$ cat src/rtl/uart_tx_sched_pkg.sv
// Shared state encoding and constants for the UART TX scheduler.
package uart_tx_sched_pkg;

  typedef enum logic [1:0] {
    IDLE = 2'd0,
    XFER = 2'd1,
    GAP  = 2'd2
  } state_e;

  localparam int unsigned FRAME_COUNT_W          = 16;
  localparam int unsigned DEFAULT_NUM_REQUESTERS = 4;

endpackage

$ cat src/rtl/uart_rr_arbiter.sv
// Combinational round-robin pick: first requester after last_grant that is
// asking wins.
module uart_rr_arbiter
  import uart_tx_sched_pkg::*;
#(
  parameter int unsigned NumRequesters = DEFAULT_NUM_REQUESTERS
) (
  input  logic [NumRequesters-1:0]         req,
  input  logic [$clog2(NumRequesters)-1:0] last_grant,
  output logic [$clog2(NumRequesters)-1:0] winner,
  output logic                             any_req
);

  localparam int unsigned GrantW = $clog2(NumRequesters);

  int unsigned idx;

  always_comb begin
    winner  = '0;
    any_req = 1'b0;
    idx     = 0;
    for (int unsigned off = 1; off <= NumRequesters; off++) begin
      idx = (32'(last_grant) + off) % NumRequesters;
      if (!any_req && req[GrantW'(idx)]) begin
        winner  = GrantW'(idx);
        any_req = 1'b1;
      end
    end
  end

endmodule

$ cat src/rtl/uart_tx_scheduler.sv
// Round-robin scheduler multiplexing byte-stream frames onto one UART TX FIFO.
// Optional idle-beat timeout/abort is built when UART_TX_SCHED_TIMEOUT_EN is defined.
module uart_tx_scheduler
  import uart_tx_sched_pkg::*;
#(
  parameter int unsigned NumRequesters = DEFAULT_NUM_REQUESTERS,
  parameter int unsigned NumDataBits   = 8,
  parameter int unsigned FlowControl   = 0,
  parameter int unsigned TimeoutCycles = 1024
) (
  input  logic                             clock,
  input  logic                             reset,
  input  logic [NumRequesters-1:0]         req_valid,
  input  logic [NumRequesters*NumDataBits-1:0] req_data,
  input  logic [NumRequesters-1:0]         req_last,
  output logic [NumRequesters-1:0]         req_ready,
  output logic [NumDataBits-1:0]           tx_data,
  output logic                             tx_valid,
  input  logic                             tx_ready,
  input  logic                             cts_n,
  output logic [$clog2(NumRequesters)-1:0] grant,
  output logic                             busy,
  output logic                             abort,
  output logic [FRAME_COUNT_W-1:0]         frame_count
);

  localparam int unsigned GrantW = $clog2(NumRequesters);

  state_e            state;
  logic [GrantW-1:0] last_grant;
  logic [GrantW-1:0] winner;
  logic              any_req;
  logic              cts_ok;
  logic              beat;
  logic              timeout;

  uart_rr_arbiter #(
    .NumRequesters(NumRequesters)
  ) u_arb (
    .req       (req_valid),
    .last_grant(last_grant),
    .winner    (winner),
    .any_req   (any_req)
  );

  assign cts_ok  = (FlowControl == 0) || !cts_n;
  assign tx_data = req_data[NumDataBits*32'(grant) +: NumDataBits];
  assign beat    = tx_valid && tx_ready;

  // Zero-latency handshake path to the owner; silent outside XFER and in reset.
  always_comb begin
    tx_valid  = 1'b0;
    req_ready = '0;
    if (!reset && state == XFER) begin
      tx_valid         = req_valid[grant] && cts_ok;
      req_ready[grant] = tx_ready && cts_ok;
    end
  end

`ifdef UART_TX_SCHED_TIMEOUT_EN
  localparam int unsigned CntW = (TimeoutCycles > 2) ? $clog2(TimeoutCycles) : 1;

  logic [CntW-1:0] idle_cnt;

  // Fires on the stalled cycle that would bring the count to TimeoutCycles-1.
  assign timeout = (state == XFER) && !beat && cts_ok &&
                   (idle_cnt == CntW'(TimeoutCycles - 2));

  always_ff @(posedge clock) begin
    if (reset || state != XFER || beat) begin
      idle_cnt <= '0;
    end else if (cts_ok) begin
      idle_cnt <= idle_cnt + CntW'(1);
    end
  end
`else
  logic unused_timeout;
  assign unused_timeout = ^32'(TimeoutCycles);
  assign timeout        = 1'b0;
`endif

  always_ff @(posedge clock) begin
    if (reset) begin
      state       <= IDLE;
      last_grant  <= GrantW'(NumRequesters - 1);
      grant       <= '0;
      busy        <= 1'b0;
      abort       <= 1'b0;
      frame_count <= '0;
    end else begin
      abort <= 1'b0;
      case (state)
        IDLE: begin
          if (any_req) begin
            state      <= XFER;
            grant      <= winner;
            last_grant <= winner;
            busy       <= 1'b1;
          end
        end
        XFER: begin
          if ((beat && req_last[grant]) || timeout) begin
            state <= GAP;
            busy  <= 1'b0;
            abort <= timeout;
            if (!timeout) frame_count <= frame_count + FRAME_COUNT_W'(1);
          end
        end
        GAP: begin
          state <= IDLE;
        end
        default: begin
          state <= IDLE;
          busy  <= 1'b0;
        end
      endcase
    end
  end

endmodule

$ cat config.mk
export PLATFORM = sky130hd
export DESIGN_NAME = uart_tx_scheduler
export DESIGN_NICKNAME = d
export VERILOG_FILES = /design/src/rtl/uart_tx_sched_pkg.sv /design/src/rtl/uart_rr_arbiter.sv /design/src/rtl/uart_tx_scheduler.sv
export SDC_FILE = /design/constraint.sdc
export NUM_CORES = 1
export LEC_CHECK = 0
export ABC_CLOCK_PERIOD_IN_PS = 1900
export BUFFER_PORTS_ARGS = -buffer_cell sky130_fd_sc_hd__buf_2
export CORE_ASPECT_RATIO = 1.2
export CORE_UTILIZATION = 30
export DETAILED_ROUTE_END_ITERATION = 12
export SKIP_CTS_REPAIR_TIMING = 1
export SYNTH_ARGS = -nofsm -noshare
export SYNTH_HDL_FRONTEND = slang
export SYNTH_SLANG_ARGS = --single-unit
$ cat constraint.sdc
create_clock -name clock -period 1.9 [get_ports clock]
set_input_delay 0.19 -clock clock [delete_from_list [all_inputs] [get_ports clock]]
set_output_delay 0.19 -clock clock [all_outputs]
set_load 0.03 [all_outputs]
=== After elaboration in Yosys (flattened, before gate mapping) ===
Cells that the tools add are included.

* $add $sub $neg: 5
* $lt $le $gt $ge: 6
* Eq/ne operators: 4
* Shifts and indexed selects: 1
* Muxes and demuxes: 30
* Bitwise logic cells: 2
* Reductions and logical operators: 16

{| class="wikitable"
|+ Operators with widths
! kind !! number
|-
| $shiftx 32x6->8 || 1
|-
| $add 16x1->16 const B || 1
|-
| $lt 2x3->1 const B || 5
|-
| $mux 1 || 14
|-
| $bmux 1 s2 || 6
|-
| $mux 2 || 6
|-
| $logic_and 1x1->1 || 7
|-
| $reduce_and 2->1 || 3
|-
| $add 2x1->2 const B || 2
|-
| $add 2x2->2 const B || 2
|-
| $and 4x4->4 || 1
|-
| $logic_not 1->1 || 4
|-
| $mux 4 || 1
|-
| $pmux 2 s2 || 1
|-
| $pmux 1 s3 || 1
|-
| $reduce_and 3->1 || 1
|-
| $demux 1 s2 || 1
|-
| $eq 2x1->1 const B || 1
|-
| $eq 2x2->1 const B || 1
|-
| $ge 2x1->1 const B || 1
|-
| $logic_not 2->1 || 1
|-
| $ne 2x1->1 const B || 1
|-
| $ne 2x2->1 const B || 1
|-
| $not 1->1 || 1
|}

* Register bits after elaboration: 23
* Input port bits: 44
* Output and inout port bits: 33
* Word-level logic and storage cells: 69

=== Depth between registers and ports, before layout ===
* Depth after elaboration: 15
* Gate-level depth with buffers: 6
* Gate-level depth less buffers: 4

=== Hierarchy ===
A second synthesis with hierarchy kept.

* Cells, all modules: 159
* Area total of the unflattened synthesis: 1,437.6 µm²

{| class="wikitable"
|+ Modules (own cells, without submodules)
! module !! instances !! cells each !! area an instance (µm²)
|-
| uart_tx_scheduler || 1 || 145 || 1,346.3
|-
| uart_rr_arbiter || 1 || 14 || 91.3
|}

=== Worst setup path before layout ===
OpenSTA, ideal clock, no wires.

* Kind: reg-to-reg
* From: reg grant[1]
* To: reg frame_count[15]
* Setup time: 0.121 ns
* Data arrival time: 2.030 ns
* Data required time: 1.779 ns
* Slack: -0.250 ns
* Cell stages (with the launch flop): 6
* Path buffers: 2
* Period minus slack after synthesis: 2.150 ns
* Path through: dfxtp_1 > buf_2 > mux4_2 > buf_6 > nor4_1 > mux2_2

* Word-level cells in the longest chain between the ends: 6
* Elaborated cells on any way between the ends: 8

{| class="wikitable"
|+ RTL lines
! element !! RTL line !! source
|-
| start: declaration || uart_tx_scheduler.sv:21 || <nowiki>output logic [$clog2(NumRequesters)-1:0] grant,</nowiki>
|-
| start signal: assignment || uart_tx_scheduler.sv:96 || <nowiki>grant <= winner;</nowiki>
|-
| $bmux 1 s2 || uart_tx_scheduler.sv:55 || <nowiki>tx_valid = req_valid[grant] && cts_ok;</nowiki>
|-
| $mux 1 (implied by the code) || uart_tx_scheduler.sv:55 ||
|-
| $mux 1 || uart_tx_scheduler.sv:54 || <nowiki>if (!reset && state == XFER) begin</nowiki>
|-
| $logic_and 1x1->1 || uart_tx_scheduler.sv:48 || <nowiki>assign beat = tx_valid && tx_ready;</nowiki>
|-
| $logic_and 1x1->1 * || uart_tx_scheduler.sv:102 || <nowiki>if ((beat && req_last[grant]) || timeout) begin</nowiki>
|-
| $reduce_and 2->1 (no line) * || -- ||
|-
| end signal: assignment || uart_tx_scheduler.sv:106 || <nowiki>if (!timeout) frame_count <= frame_count + FRAME_COUNT_W'(1);</nowiki>
|-
| end: declaration || uart_tx_scheduler.sv:24 || <nowiki>output logic [FRAME_COUNT_W-1:0] frame_count</nowiki>
|}

Every way passes the cells marked *; elsewhere a longest branch is shown, timed or not. The select of a mux whose other input is x is not followed.
A chain may end at the register's enable or synchronous reset.

=== Worst setup path in the final report ===
* From: reg grant[1]
* To: out tx_valid

* Word-level cells in the longest chain between the ends: 3

{| class="wikitable"
|+ RTL lines
! element !! RTL line !! source
|-
| $bmux 1 s2 || uart_tx_scheduler.sv:55 ||
|-
| $mux 1 (implied by the code) || uart_tx_scheduler.sv:55 ||
|-
| $mux 1 || uart_tx_scheduler.sv:54 ||
|-
| end: declaration || uart_tx_scheduler.sv:18 || <nowiki>output logic tx_valid,</nowiki>
|}

No other way between the ends. The select of a mux whose other input is x is not followed.

==> Flow_metrics.wiki <==
{| class="wikitable"
! Metric !! Value
|-
| Final setup violation count || 0
|-
| Most used standard cells in the synthesized netlist || sky130_fd_sc_hd__dfxtp_1, sky130_fd_sc_hd__nand2_1, sky130_fd_sc_hd__a21oi_1
|-
| Wire length of the first global-routing pass || 6154 µm
|-
| Synthesis warning total || 0
|-
| Post-synthesis mux area share || 18.89%
|-
| Status || finished, final reports clean
|-
| Number of antenna violations at the first check in global routing || 0
|-
| Drt first-iter violations || 33
|-
| Average routed wire per standard cell || 13.21 µm
|-
| Share of the synthesized area in the top cell type || 32.48%
|-
| Crit-path max FO || 15
|-
| Post-synthesis average cell area || 9.265 µm²
|-
| Global route overflow || 0
|-
| Sink count of the clock tree || 23
|-
| Rel. slew slack || 64.08%
|-
| Static leakage power || 0.8777 nW
|-
| Count of input and output buffers || 74
|-
| FILL cells || 472
|-
| Combinational family with the most area after synthesis || simple AND/OR/NAND/NOR gates
|-
| Tmin final || 1.828 ns
|-
| DRT antenna net count || 0
|-
| Die Footprint || 5005 µm²
|-
| Share of final-layout standard cells stronger than drive strength 1 || 45.76%
|-
| Total nets after synthesis || 198
|-
| Final period utilization || 96.23%
|-
| Flip-flop and latch count after synthesis || 23
|-
| Total detailed-routing wirelength || 3885 µm
|-
| Overall via count from detail_route || 1,538
|-
| Clock latency at the later pin of the worst-skew pair || 0.26 ns
|-
| Via count of the first global-routing pass || 1,385
|-
| Setup crit end kind || output port
|-
| Setup slack of the most critical reg-to-reg path || 0.08 ns
|-
| Library cell occupying the most area in the post-synthesis netlist || sky130_fd_sc_hd__dfxtp_1
|-
| Distinct cell type count of the synthesized netlist || 42
|-
| Cell breakdown of the critical path || buf_8 > mux4_2 > and3_1 > buf_2
|-
| Worst hold path class || input pin to flip-flop
|-
| Clock tree from TritonCTS || yes
|-
| RSZ-0062 raised after global routing || yes
|-
| PD cells || 583.8 nW/µm²
|-
| Via-to-Cell Ratio || 5.231
|-
| Top cells by area, synth || sky130_fd_sc_hd__dfxtp_1, sky130_fd_sc_hd__mux4_2, sky130_fd_sc_hd__a21oi_1
|-
| Antenna diode count || 0
|-
| Gate count after technology mapping || 153
|-
| Critical path class || flip-flop to output port
|-
| Cell type group with the largest total delay on the critical path || multiplexers
|-
| Portion of the post-synthesis area used by sequential elements || 32.48%
|-
| Pin count of the biggest net entering global routing || 18
|-
| Final nets || 282
|-
| Number of DRC violations after detailed routing || 0
|-
| Worst Tran Pin Value || 0.5348 ns
|-
| Cell area after synthesis || 1418 µm²
|-
| Number of buffers and inverters on the critical path || 2
|-
| Required time reported for the critical path endpoint || 1.71 ns
|-
| Final weighted congestion of routability-driven global placement || 0.7264
|-
| Synthesis-to-layout area growth || 40.16%
|-
| Data arrival time of the critical path || 1.64 ns
|-
| Overall power || 1.160 mW
|-
| Final setup skew || 0.002888 ns
|-
| Cell type of the slowest stage on the worst timing path || sky130_fd_sc_hd__mux4_2
|-
| Initial Util || 31.08%
|-
| Final number of max-transition violations || 0
|-
| Sort of element at the start of the critical path || flip-flop
|-
| Ys async rst share || 0%
|-
| Number of enable-type register cells in the synthesized netlist || 0
|-
| Global router's overall resource usage || 15.44%
|-
| Number of buffers on the longest clock path || 2
|-
| Max Clock Freq || 0.5470 GHz
|-
| Delay of the slowest critical-path stage || 0.50 ns
|-
| Vertical extent of the die || 77.30 µm
|-
| Core footprint || 4561 µm²
|-
| Pre-Repair DR Iteration Count || 4
|-
| Most common cell in the synthesized netlist || sky130_fd_sc_hd__dfxtp_1
|-
| HPWL after detailed placement || 3034 µm
|-
| Fraction of synthesized cell area in xor and xnor cells || 0%
|-
| Flip-flop cell with the highest count after synthesis || sky130_fd_sc_hd__dfxtp_1
|-
| Max-cap violations || 0
|-
| Final standard cell count with taps included and fillers excluded || 294
|-
| Placed Cells incl. Taps || 290
|-
| Number of endpoints with negative hold slack in the final report || 0
|-
| Top-Level Pins || 77
|-
| Post-synthesis share of cell area spent on and, or, nand and nor gates || 23.92%
|-
| Number of buffers created by CTS || 3
|-
| Peak supply drop || 325.6 µV
|-
| Compound-gate portion of the synthesized area || 18.09%
|-
| H-tree levels || 1
|-
| Clock Pin Slew Worst Setup and Hold Paths || 0.08 ns
|-
| Adder and majority gate portion of the synthesized area || 0.8826%
|-
| CTS Root Buffer Type || sky130_fd_sc_hd__clkbuf_8
|-
| Num rows || 27
|-
| Width of the die || 64.75 µm
|}
[final cells by class]
type	instances	area, µm²	area share, %
clock buffer	4	45.04	2.267
multi-input combinational	113	879.6	44.27
sequential	23	465.4	23.43
inverter	6	22.52	1.133
timing repair buffer	90	501.7	25.25
tap	58	72.57	3.652
[where the power goes]
group | switching [mW] | internal [mW] | total (mW)
Sequential | 0.0113 | 0.496 | 0.507
Clock | 0.153 | 0.149 | 0.303
Combinational | 0.195 | 0.154 | 0.350
[logic make-up after synthesis]
kind of cell,count (synthesis)
other cells,1
compound gates,37
fa+ha+maj,1
flops,23
mux,14
simple gates,60
buf+inv,17
[cells in the final DEF (no fill, tap or decap), types with 2 or more instances in the layout]
master | synthesis | layout
sky130_fd_sc_hd__clkbuf_8 | 0 | 3
sky130_fd_sc_hd__and4_1 | 2 | 2
sky130_fd_sc_hd__buf_4 | 1 | 14
sky130_fd_sc_hd__nand2b_1 | 2 | 2
sky130_fd_sc_hd__or3_1 | 3 | 3
sky130_fd_sc_hd__inv_1 | 6 | 6
sky130_fd_sc_hd__dfxtp_1 | 23 | 21
sky130_fd_sc_hd__o21ai_0 | 5 | 5
sky130_fd_sc_hd__o311ai_0 | 6 | 2
sky130_fd_sc_hd__o31ai_1 | 4 | 4
sky130_fd_sc_hd__nand3_1 | 5 | 5
sky130_fd_sc_hd__nor4_1 | 2 | 2
sky130_fd_sc_hd__nor2_1 | 9 | 9
sky130_fd_sc_hd__or4_1 | 6 | 6
sky130_fd_sc_hd__buf_2 | 2 | 74
sky130_fd_sc_hd__mux4_2 | 10 | 10
sky130_fd_sc_hd__nor2b_1 | 3 | 3
sky130_fd_sc_hd__nand2_1 | 12 | 12
sky130_fd_sc_hd__and3_1 | 2 | 2
sky130_fd_sc_hd__a21oi_1 | 11 | 11
sky130_fd_sc_hd__mux2i_1 | 2 | 2
sky130_fd_sc_hd__o311ai_1 | 0 | 4
sky130_fd_sc_hd__o41ai_1 | 5 | 5
sky130_fd_sc_hd__nor3_1 | 3 | 3
sky130_fd_sc_hd__nor3b_1 | 2 | 2
sky130_fd_sc_hd__nand4_1 | 3 | 3
sky130_fd_sc_hd__mux2_2 | 2 | 2
[flip-flops by register name, indices dropped and copies added, names as in the netlist]
name         cells
last_grant       2
busy             1
state            2
grant            2
frame_count     16
[worst paths after layout]
| path | startpoint | cells past startpoint | to |
|---|---|---|---|
| worst max-delay path | grant[1]$_SDFFE_PP0P_ | 4 | tx_valid |
| worst min-delay path | reset | 3 | grant[1]$_SDFFE_PP0P_ |
| worst max register to register | grant[1]$_SDFFE_PP0P_ | 3 | frame_count[15]$_SDFFE_PP0P_ |
| worst min register to register | frame_count[13]$_SDFFE_PP0P_ | 2 | frame_count[13]$_SDFFE_PP0P_ |
[per-stage QoR]
stage	setup TNS, ns	cell area (µm²)	worst slack (ns)	hold WS, ns	utilization (%)
floorplan	-0.05872	1426	-0.05872	0.4212	-
global placement	0	1931	0.1016	0.4814	42.33
detailed placement	0	1931	0.08373	0.4844	42.33
CTS	-0.02248	1976	-0.02248	0.3322	43.32
global route	-0.007154	1987	-0.007154	0.3607	43.57
finish	0	1987	0.07171	0.3377	43.57
[worst reg2reg max path: stages (launching register included)]
cell and delay [ns]:
sky130_fd_sc_hd__dfxtp_4 0.36, sky130_fd_sc_hd__mux4_2 0.65, sky130_fd_sc_hd__nor4_1 0.35, sky130_fd_sc_hd__mux2_2 0.37
[metal layers]
layer	GRT usage [%]	vias up	routed length [µm]
met3	2.827	2	298
met5	0	-	0
met1	18.73	710	1705
li1	-	763	-
met4	4.667	0	25
met2	26.98	63	1855
Note: power is estimated with default switching activity, not from simulation.
